[config.mk]
export PLATFORM = sky130hd
export DESIGN_NAME = aq_vfmau_pipe_ctrl
export DESIGN_NICKNAME = d
export VERILOG_FILES = /design/src/rtl/aq_vfmau_pkg.sv /design/src/rtl/aq_vfmau_pipe_ctrl_chk.sv /design/src/rtl/aq_vfmau_stage_slot.sv /design/src/rtl/aq_vfmau_pipe_ctrl.sv
export SDC_FILE = /design/constraint.sdc
export NUM_CORES = 1
export LEC_CHECK = 0
export ABC_CLOCK_PERIOD_IN_PS = 5300
export BUFFER_PORTS_ARGS = -buffer_cell sky130_fd_sc_hd__buf_2
export CORE_ASPECT_RATIO = 1.2
export CORE_MARGIN = 5
export CORE_UTILIZATION = 25
export CTS_BUF_LIST = sky130_fd_sc_hd__clkbuf_2
export DETAILED_ROUTE_END_ITERATION = 16
export PLACE_DENSITY = 0.39
export SYNTH_ARGS = -nofsm -noshare
export SYNTH_HDL_FRONTEND = slang
export SYNTH_SLANG_ARGS = --single-unit
[constraint.sdc]
create_clock -name cpuclk -period 5.3 [get_ports cpuclk]
set_input_delay 0 -clock cpuclk [delete_from_list [all_inputs] [get_ports cpuclk]]
set_output_delay 0 -clock cpuclk [all_outputs]
set_load 0.02 [all_outputs]
[src/rtl/aq_vfmau_pkg.sv]
// Shared VFMAU definitions: stage limits, stage-index width and standard op latencies.
package aq_vfmau_pkg;

    localparam int AQ_VFMAU_STAGES_MAX = 8;
    localparam int AQ_VFMAU_IDX_W      = $clog2(AQ_VFMAU_STAGES_MAX);

    localparam logic [3:0] LAT_ADD     = 4'd2;
    localparam logic [3:0] LAT_MUL     = 4'd3;
    localparam logic [3:0] LAT_MAC_DBL = 4'd4;

    typedef logic [AQ_VFMAU_IDX_W-1:0] stage_idx_t;

endpackage

[src/rtl/aq_vfmau_pipe_ctrl_chk.sv]
// Checks that no op ever sits in the last stage with latency still outstanding.
module aq_vfmau_pipe_ctrl_chk #(
    parameter int LAT_W = 4
) (
    input logic             clk,
    input logic             rst_b,
    input logic             vld_last,
    input logic [LAT_W-1:0] rem_last
);

    // Sampled each edge outside reset.
    always_ff @(posedge clk) begin
        if (rst_b) begin
            last_stage_rem_ok: assert (!(vld_last && (rem_last > LAT_W'(1))));
        end
    end

endmodule

[src/rtl/aq_vfmau_stage_slot.sv]
// One execute-stage slot: live bit, remaining latency and tag, with load/hold/leave control.
module aq_vfmau_stage_slot #(
    parameter int LAT_W = 4,
    parameter int TAG_W = 6
) (
    input  logic             clk,
    input  logic             rst_b,
    input  logic             flush,
    input  logic             load,
    input  logic [LAT_W-1:0] load_rem,
    input  logic [TAG_W-1:0] load_tag,
    input  logic             leave,
    output logic             vld,
    output logic [LAT_W-1:0] rem,
    output logic [TAG_W-1:0] tag
);

    // Slot state: a load wins over a leave so an op can enter as the previous one exits.
    always_ff @(posedge clk) begin
        if (!rst_b) begin
            vld <= 1'b0;
            rem <= {LAT_W{1'b0}};
            tag <= {TAG_W{1'b0}};
        end else if (flush) begin
            vld <= 1'b0;
        end else if (load) begin
            vld <= 1'b1;
            rem <= load_rem;
            tag <= load_tag;
        end else if (leave) begin
            vld <= 1'b0;
        end else begin
            vld <= vld;
        end
    end

endmodule

[src/rtl/aq_vfmau_pipe_ctrl.sv]
// VFMAU pipeline controller: per-stage valid/latency tracking, oldest-first writeback
// arbitration, back-pressure stall chain and flush.
module aq_vfmau_pipe_ctrl
    import aq_vfmau_pkg::*;
#(
    parameter int STAGES = 4,
    parameter int LAT_W  = 4,
    parameter int TAG_W  = 6
) (
    input  logic                      cpuclk,
    input  logic                      cpurst_b,
    input  logic                      vpu_flush,
    input  logic                      issue_vld,
    output logic                      issue_rdy,
    input  logic [LAT_W-1:0]          issue_lat,
    input  logic [TAG_W-1:0]          issue_tag,
    input  logic [STAGES-1:0]         early_cmplt,
    input  logic [STAGES-1:0]         ext_stall,
    output logic [STAGES-1:0]         ctrl_dp_inst_vld,
    output logic [STAGES-1:0]         ctrl_dp_pipe_down,
    output logic [STAGES-1:0]         result_ready_nxt,
    output logic                      retire_vld,
    input  logic                      retire_rdy,
    output logic [AQ_VFMAU_IDX_W-1:0] retire_stage,
    output logic [TAG_W-1:0]          retire_tag
);

    logic [STAGES-1:0] vld;
    logic [LAT_W-1:0]  rem [STAGES];
    logic [TAG_W-1:0]  tag [STAGES];
    logic [STAGES-1:0] fin, pipe_down, leave, stall_int, load;
    logic [LAT_W-1:0]  load_rem [STAGES];
    logic [TAG_W-1:0]  load_tag [STAGES];
    logic [LAT_W-1:0]  issue_rem;
    stage_idx_t        win_idx;
    logic [TAG_W-1:0]  win_tag;
    logic              win_any, retire_go, issue_go, below_stall;

    // Finish detection and oldest-first (highest stage) writeback winner.
    always_comb begin
        fin     = {STAGES{1'b0}};
        win_idx = {AQ_VFMAU_IDX_W{1'b0}};
        win_tag = {TAG_W{1'b0}};
        win_any = 1'b0;
        for (int s = 0; s < STAGES; s++) begin
            fin[s] = vld[s] & ((rem[s] == LAT_W'(1)) | early_cmplt[s]);
            if (fin[s]) begin
                win_idx = AQ_VFMAU_IDX_W'(s);
                win_tag = tag[s];
                win_any = 1'b1;
            end else begin
                win_any = win_any;
            end
        end
        retire_vld   = win_any & ~vpu_flush;
        retire_go    = retire_vld & retire_rdy;
        retire_stage = retire_vld ? win_idx : {AQ_VFMAU_IDX_W{1'b0}};
        retire_tag   = retire_vld ? win_tag : {TAG_W{1'b0}};
    end

    // Stall chain resolved from the last stage back, so a stage vacated this cycle can refill.
    always_comb begin
        pipe_down   = {STAGES{1'b0}};
        leave       = {STAGES{1'b0}};
        stall_int   = {STAGES{1'b0}};
        below_stall = 1'b0;
        for (int s = STAGES - 1; s >= 0; s--) begin
            if (s == STAGES - 1) begin
                pipe_down[s] = 1'b0;
            end else begin
                pipe_down[s] = vld[s] & ~fin[s] & ~below_stall;
            end
            leave[s]     = pipe_down[s] | (retire_go & (win_idx == AQ_VFMAU_IDX_W'(s)));
            stall_int[s] = ext_stall[s] | (vld[s] & ~leave[s]);
            below_stall  = stall_int[s];
        end
        issue_rdy = ~stall_int[0] & ~vpu_flush;
        issue_go  = issue_vld & issue_rdy;
    end

    // Issue latency clamped into 1..STAGES.
    always_comb begin
        if (issue_lat == {LAT_W{1'b0}}) begin
            issue_rem = LAT_W'(1);
        end else if (issue_lat > LAT_W'(STAGES)) begin
            issue_rem = LAT_W'(STAGES);
        end else begin
            issue_rem = issue_lat;
        end
    end

    // Slot load sources: EX1 from issue, later stages from the stage above.
    always_comb begin
        load        = {STAGES{1'b0}};
        load[0]     = issue_go;
        load_rem[0] = issue_rem;
        load_tag[0] = issue_tag;
        for (int s = 1; s < STAGES; s++) begin
            load[s]     = pipe_down[s-1];
            load_rem[s] = rem[s-1] - LAT_W'(1);
            load_tag[s] = tag[s-1];
        end
    end

    for (genvar g = 0; g < STAGES; g++) begin : g_slot
        aq_vfmau_stage_slot #(.LAT_W(LAT_W), .TAG_W(TAG_W)) u_slot (
            .clk      (cpuclk),
            .rst_b    (cpurst_b),
            .flush    (vpu_flush),
            .load     (load[g]),
            .load_rem (load_rem[g]),
            .load_tag (load_tag[g]),
            .leave    (leave[g]),
            .vld      (vld[g]),
            .rem      (rem[g]),
            .tag      (tag[g])
        );
    end

    // Datapath hints straight from slot state.
    always_comb begin
        ctrl_dp_inst_vld  = vld;
        ctrl_dp_pipe_down = pipe_down;
        for (int s = 0; s < STAGES; s++) begin
            result_ready_nxt[s] = vld[s] & (rem[s] == LAT_W'(2)) & ~early_cmplt[s];
        end
    end

    aq_vfmau_pipe_ctrl_chk #(.LAT_W(LAT_W)) u_chk (
        .clk      (cpuclk),
        .rst_b    (cpurst_b),
        .vld_last (vld[STAGES-1]),
        .rem_last (rem[STAGES-1])
    );

endmodule

# Yosys cells after proc, flatten, opt, wreduce, memory -nomap -nowiden
# Index checks and enable logic that the tools add are counted.
[word_totals]
out_inout_bits = 23
reg_bits = 44
word_cells = 119
[classes]
n_lt_le_gt_ge = 1
addsub = 3
bitwise = 58
muxes = 23
n_reduce_logical = 11
n_eq_ne = 11
[op_table]
columns = ["operator", "count"]
rows = [
  ["bitwise AND 1 bit", 30],
  ["2-to-1 mux 6 bit", 5],
  ["NOT 1 bit", 17],
  ["equality test 4 x 1 -> 1 bit, second input constant", 4],
  ["equality test 4 x 2 -> 1 bit, second input constant", 4],
  ["2-to-1 mux 1 bit", 13],
  ["subtractor 4 x 1 -> 4 bit, second input constant", 3],
  ["OR 1 bit", 11],
  ["2-to-1 mux 3 bit", 3],
  ["2-to-1 mux 4 bit", 2],
  ["AND reduction 2 bit", 4],
  ["nonzero test 2 bit", 4],
  ["equality test 3 x 2 -> 1 bit, second input constant", 2],
  ["greater-than comparator 4 x 3 -> 1 bit, second input constant", 1],
  ["logical NOT 4 bit", 1],
  ["equality test 3 x 1 -> 1 bit, second input constant", 1],
  ["logical NOT 3 bit", 1],
  ["OR reduction 2 bit", 1],
]

# Depth between registers and ports, before layout
[logic_depth]
word_depth = 35
mapped_depth = 11

# Modules after synthesis
# A second synthesis with hierarchy kept.
[unflattened]
cells_unflattened = 318
hier_area_um2 = 2680.1
[modules_own_cells]
columns = ["module", "cells_each", "n_inst", "area_each_um2"]
rows = [
  ["aq_vfmau_stage_slot", 48, 4, 450.4],
  ["aq_vfmau_pipe_ctrl", 126, 1, 878.3],
]

# Worst setup path before layout
# OpenSTA, ideal clock, no wires.
[synth_timing]
path_kind = "flip-flop to flip-flop"
start = "register g_slot[2].u_slot.rem[1]"
end = "register g_slot[1].u_slot.rem[0]"
arrival_ns = 2.192
path_slack_ns = 2.992
period_less_slack_ns = 2.308
setup_time_ns = 0.116
stages_incl_launch_ff = 11
n_path_buf = 1
t_required_ns = 5.184
cell_sequence = "dfxtp_1 inv_1 ha_1 or3b_1 buf_2 a211o_1 a311oi_4 a21oi_4 inv_8 o21ai_4 o211a_1"
[synth_between]
elab_chain_cells = 26
word_cells_on_any_way = 35
[synth_lines]
columns = ["item", "line_no", "text"]
rows = [
  ["start: declaration", "aq_vfmau_stage_slot.sv:14", "output logic [LAT_W-1:0] rem,"],
  ["start signal: assignment", "aq_vfmau_stage_slot.sv:22", "rem <= {LAT_W{1'b0}};"],
  ["start signal: assignment", "aq_vfmau_stage_slot.sv:28", "rem <= load_rem;"],
  ["equality test 4 x 1 -> 1 bit (*)", "aq_vfmau_pipe_ctrl.sv:46", "fin[s] = vld[s] & ((rem[s] == LAT_W'(1)) | early_cmplt[s]);"],
  ["OR 1 bit (*)", "aq_vfmau_pipe_ctrl.sv:46", ""],
  ["bitwise AND 1 bit (*)", "aq_vfmau_pipe_ctrl.sv:46", ""],
  ["2-to-1 mux 1 bit (2 in a row)", "aq_vfmau_pipe_ctrl.sv:47", "if (fin[s]) begin"],
  ["bitwise AND 1 bit", "aq_vfmau_pipe_ctrl.sv:55", "retire_vld = win_any & ~vpu_flush;"],
  ["bitwise AND 1 bit", "aq_vfmau_pipe_ctrl.sv:56", "retire_go = retire_vld & retire_rdy;"],
  ["bitwise AND 1 bit", "aq_vfmau_pipe_ctrl.sv:73", "leave[s] = pipe_down[s] | (retire_go & (win_idx == AQ_VFMAU_IDX_W'(s)));"],
  ["NOT 1 bit", "aq_vfmau_pipe_ctrl.sv:74", "stall_int[s] = ext_stall[s] | (vld[s] & ~leave[s]);"],
  ["(+9 left out)", "n/a", ""],
  ["bitwise AND 1 bit", "aq_vfmau_pipe_ctrl.sv:71", "pipe_down[s] = vld[s] & ~fin[s] & ~below_stall;"],
  ["OR 1 bit (*)", "aq_vfmau_pipe_ctrl.sv:73", ""],
  ["NOT 1 bit (*)", "aq_vfmau_pipe_ctrl.sv:74", ""],
  ["bitwise AND 1 bit (*)", "aq_vfmau_pipe_ctrl.sv:74", ""],
  ["OR 1 bit (*)", "aq_vfmau_pipe_ctrl.sv:74", ""],
  ["NOT 1 bit (*)", "aq_vfmau_pipe_ctrl.sv:71", ""],
  ["bitwise AND 1 bit (*)", "aq_vfmau_pipe_ctrl.sv:71", ""],
  ["AND reduction 2 bit (no source line) (*)", "n/a", ""],
  ["end signal: assignment", "aq_vfmau_stage_slot.sv:22", ""],
  ["end signal: assignment", "aq_vfmau_stage_slot.sv:28", ""],
  ["end: declaration", "aq_vfmau_stage_slot.sv:14", ""],
]
# Mark *: on every way between the ends. The rest lies on a longest branch, timed or not.
# A chain may end at the register's enable or synchronous reset.

# Final worst setup path
[layout_timing]
start = "register g_slot[2].u_slot.rem[0]"
end = "output issue_rdy"
[layout_between]
elab_chain_cells = 31
word_cells_on_any_way = 42
[layout_lines]
columns = ["item", "line_no", "text"]
rows = [
  ["equality test 4 x 1 -> 1 bit (*)", "aq_vfmau_pipe_ctrl.sv:46", ""],
  ["OR 1 bit (*)", "aq_vfmau_pipe_ctrl.sv:46", ""],
  ["bitwise AND 1 bit (*)", "aq_vfmau_pipe_ctrl.sv:46", ""],
  ["2-to-1 mux 1 bit (2 in a row)", "aq_vfmau_pipe_ctrl.sv:47", ""],
  ["bitwise AND 1 bit", "aq_vfmau_pipe_ctrl.sv:55", ""],
  ["bitwise AND 1 bit", "aq_vfmau_pipe_ctrl.sv:56", ""],
  ["bitwise AND 1 bit", "aq_vfmau_pipe_ctrl.sv:73", ""],
  ["NOT 1 bit", "aq_vfmau_pipe_ctrl.sv:74", ""],
  ["(+14 left out)", "n/a", ""],
  ["NOT 1 bit", "aq_vfmau_pipe_ctrl.sv:71", ""],
  ["bitwise AND 1 bit", "aq_vfmau_pipe_ctrl.sv:71", ""],
  ["OR 1 bit (*)", "aq_vfmau_pipe_ctrl.sv:73", ""],
  ["NOT 1 bit (*)", "aq_vfmau_pipe_ctrl.sv:74", ""],
  ["bitwise AND 1 bit (*)", "aq_vfmau_pipe_ctrl.sv:74", ""],
  ["OR 1 bit (*)", "aq_vfmau_pipe_ctrl.sv:74", ""],
  ["NOT 1 bit (*)", "aq_vfmau_pipe_ctrl.sv:77", "issue_rdy = ~stall_int[0] & ~vpu_flush;"],
  ["bitwise AND 1 bit (*)", "aq_vfmau_pipe_ctrl.sv:77", ""],
  ["end: declaration", "aq_vfmau_pipe_ctrl.sv:14", "output logic issue_rdy,"],
]
# Marks and branches as above.

==> results by group <==
Setup path
  – Levels on crit path: 8
  – Crit-path max FO: 10
  – CP Data Arrival Time: 3070 ps
  – CP Capture Type: primary output
  – Crit. Startpoint: g_slot[2].u_slot.rem[0]$_SDFFE_PN0P_
  – Reg2reg start: g_slot[2].u_slot.rem[0]$_SDFFE_PN0P_
  – CP Cell Sequence: ha_1 -> or3b_1 -> a21boi_2 -> nor3_1 -> a311oi_2 -> o21ai_1 -> and2_1 -> buf_2
  – CP Class: reg -> out
  – Worst path max stage delay: 470 ps
  – R2R cell count: 8
  – Crit start category: flop
  – Worst Path Required: 5300 ps
  – Family with the most delay on the worst path: compound AO/OA/AOI/OAI gates
  – Worst Path Buf+Inv: 1
  – Slowest cell on crit path: dfxtp_1

Placed design
  – Post-detail-place hpwl: about 5400 µm
  – GPL Wtd Cong: 0.693
  – I/O Buffers: 43

Floorplanning
  – # IOs: 46
  – Die ar.: 12800 µm²
  – Die width: 104 µm
  – Initial Util: around a quarter
  – Die height: 123 µm
  – CORE AREA: approximately 10000 µm²
  – FP Rows: approximately 40

Final layout
  – FF/Latch Area: 881 µm²
  – Multi-input gate area: 1530 µm²
  – Most frequent cells in the layout: dfxtp_1, buf_2, nand2_1
  – Share of layout cells above drive strength 1: 21.2%
  – Layout area overhead: 18.7%
  – Antenna cells: 0
  – Most common cell after layout, fill and taps aside: dfxtp_1
  – Nets: 376
  – Fillers: 1159

STA
  – Clock Skew: 26.0 ps
  – Slew @ Worst Pin: ~800 ps
  – Final hold violations: 0
  – Crit share post-route: 57.9%
  – Post-layout min period: 3070 ps
  – Unrepaired setup endpoints after global routing: no
  – Setup violators final: 0
  – Max-slew violations: 0
  – Max-slew headroom: 46.8%
  – Final setup TNS: 0 ps
  – Fmax: 326 MHz

Pwr
  – Leak Pwr: ~1.2 nW
  – Pwr Total: between 500 and 600 µW
  – Power density cells: roughly 190 nW/µm²
  – Peak VDD IR: about 0.12 mV

Synth
  – YS warnings: 0
  – Sequential share of the synthesized area: 33.3%
  – Register bit total from synthesis: 44
  – Unique cell type count in the Yosys netlist: 60
  – Syn Area/Cell: around 9 µm²
  – Ys async rst share: 0%
  – Post-synth EDFFs: 0
  – Ys flop type: dfxtp_1
  – Post-Synthesis Cells: 294
  – Synthesized cell area: 2650 µm²

Global route
  – Vias in the first global route: 2308
  – Initial antenna violation count: 0
  – Largest net degree at the start of global routing: 31
  – Gr usage total: 11.6%
  – Global-route wire length before repair: around 12000 µm
  – Grt ovf: 0

Detailed routing
  – Remaining antenna violation count: 0
  – Total wire length: 7130 µm
  – DR pass1 iterations: 4
  – DR vias/cell: 4.72
  – DR WL/cell: about 15 µm
  – Iteration-0 DRC Markers: 64
  – DRC viols: 0
  – Routed via count: 2237

Clock tree
  – Root Driver: clkbuf_2
  – CTS tree: built
  – Clk pin slew, worst setup/hold paths: between 200 and 250 ps
  – Clock Tree Buf Depth: 2
  – Cts bufs inserted: 5
  – Clock tree sinks: 44
  – Setup repair bufs after CTS: 0
  – Clock latency on the worst-skew pair: 450 ps
  – Htree depth: 2

Worst hold path
  – Hold/Removal Path Class: in -> reg
  – Min-delay src: issue_vld
  – Hold Path Depth: 4

Job
  – Max cap viols: 0

Run status
  – Status: completed
## worst paths after layout
kind / end / slack (ps)
setup reg to reg: g_slot[0].u_slot.rem[0]$_SDFFE_PN0P_ / 2290
hold / removal: g_slot[0].u_slot.vld$_SDFFE_PP0P_ / 100
hold reg to reg: g_slot[2].u_slot.tag[5]$_SDFFE_PN0P_ / 480
setup / recovery: issue_rdy / 2230
## kinds of logic (layout without fill, tap and decap cells)
logic type      after synthesis  count (layout)  share of synthesized area (%)
other cells                   1               2                          0.142
simple gates                 93              93                           18.0
flops                        44              44                           33.3
compound gates               85              85                           25.1
buf+inv                      34              84                           8.89
fa+ha+maj                     9               9                           4.26
xor+xnor                      6               6                           1.99
mux                          22              22                           8.32
## tightest hold or removal path, cell delays in order
cell	delay [ps]
buf_2	110
nand2_1	140
o22a_4	210
a21oi_1	70
## report_power, final
part           internal [mW]  total (mW)  switching (mW)  leakage (nW)
clock network         0.0791       0.201           0.122        0.0406
logic                 0.0250      0.0556          0.0306         0.796
registers              0.335       0.337         0.00215         0.355
## routing by layer
layer	track usage [%]	share of wire (%)	vias up	routed length (µm)
li1	-	-	1158	-
met4	4.29	2.0	0	139
met5	0	0	-	0
met2	20.9	51	36	3600
met3	2.52	3.3	9	238
met1	13.4	44	1034	3140
## cell usage after synthesis (2+ instances only)
cell type  instances  area share (%)
inv_1              9             1.3
o211ai_1          11             3.1
nor3_1             7             1.3
buf_4              9             2.6
mux2i_1           22             8.3
nor2b_1            3            0.71
nor4b_1            2            0.66
nand3_2            3             1.1
nand2_1           35             5.0
a221o_1            6             2.3
nand2b_1           3            0.71
xor2_1             2            0.66
o21ai_1            2            0.38
a21oi_1           24             4.5
a211oi_1           4             1.1
o21ai_0           13             2.5
a21boi_2           2            0.85
o21a_1             2            0.57
nor2_1            17             2.4
nand3_1           10             1.9
a311oi_2           3             1.7
dfxtp_1           44              33
buf_2              3            0.57
o31ai_1            3            0.85
clkbuf_1           5            0.71
and2_1             2            0.47
nor3b_1            4             1.1
xnor2_1            4             1.3
ha_1               9             4.3
## what timing repair did
| item | in CTS | in global routing |
|---|---|---|
| endpoints found under the hold margin | 21 | 0 |
| hold buffers | 22 | 0 |
| resized for setup | 0 | 0 |
## area by class of cell
type,instances,area share (%)
flip-flops and latches,44,28.0
repair buffers,65,13.9
inverters,11,1.99
multi-input cells,217,48.8
well taps,129,5.14
clock buffers,5,0.796
clock inverters,3,1.35
## stage by stage
stage	hold WS, ps	instances	area, µm²	setup WS (ps)	utilization (%)
after floorplan	142	295	2650	2990	-
after global placement	264	444	2850	2650	27.3
after detailed placement	259	444	2850	2580	27.3
after CTS	75.0	474	3140	2180	30.0
after global routing	82.0	474	3140	2000	30.0
final	98.9	474	3140	2230	30.0
## state kept, by name, indices dropped and copies added, names as in the netlist
| name | cells |
|---|---|
| g_slot.u_slot.tag | 24 |
| g_slot.u_slot.vld | 4 |
| g_slot.u_slot.rem | 16 |
(Power assumes the default switching activity.)
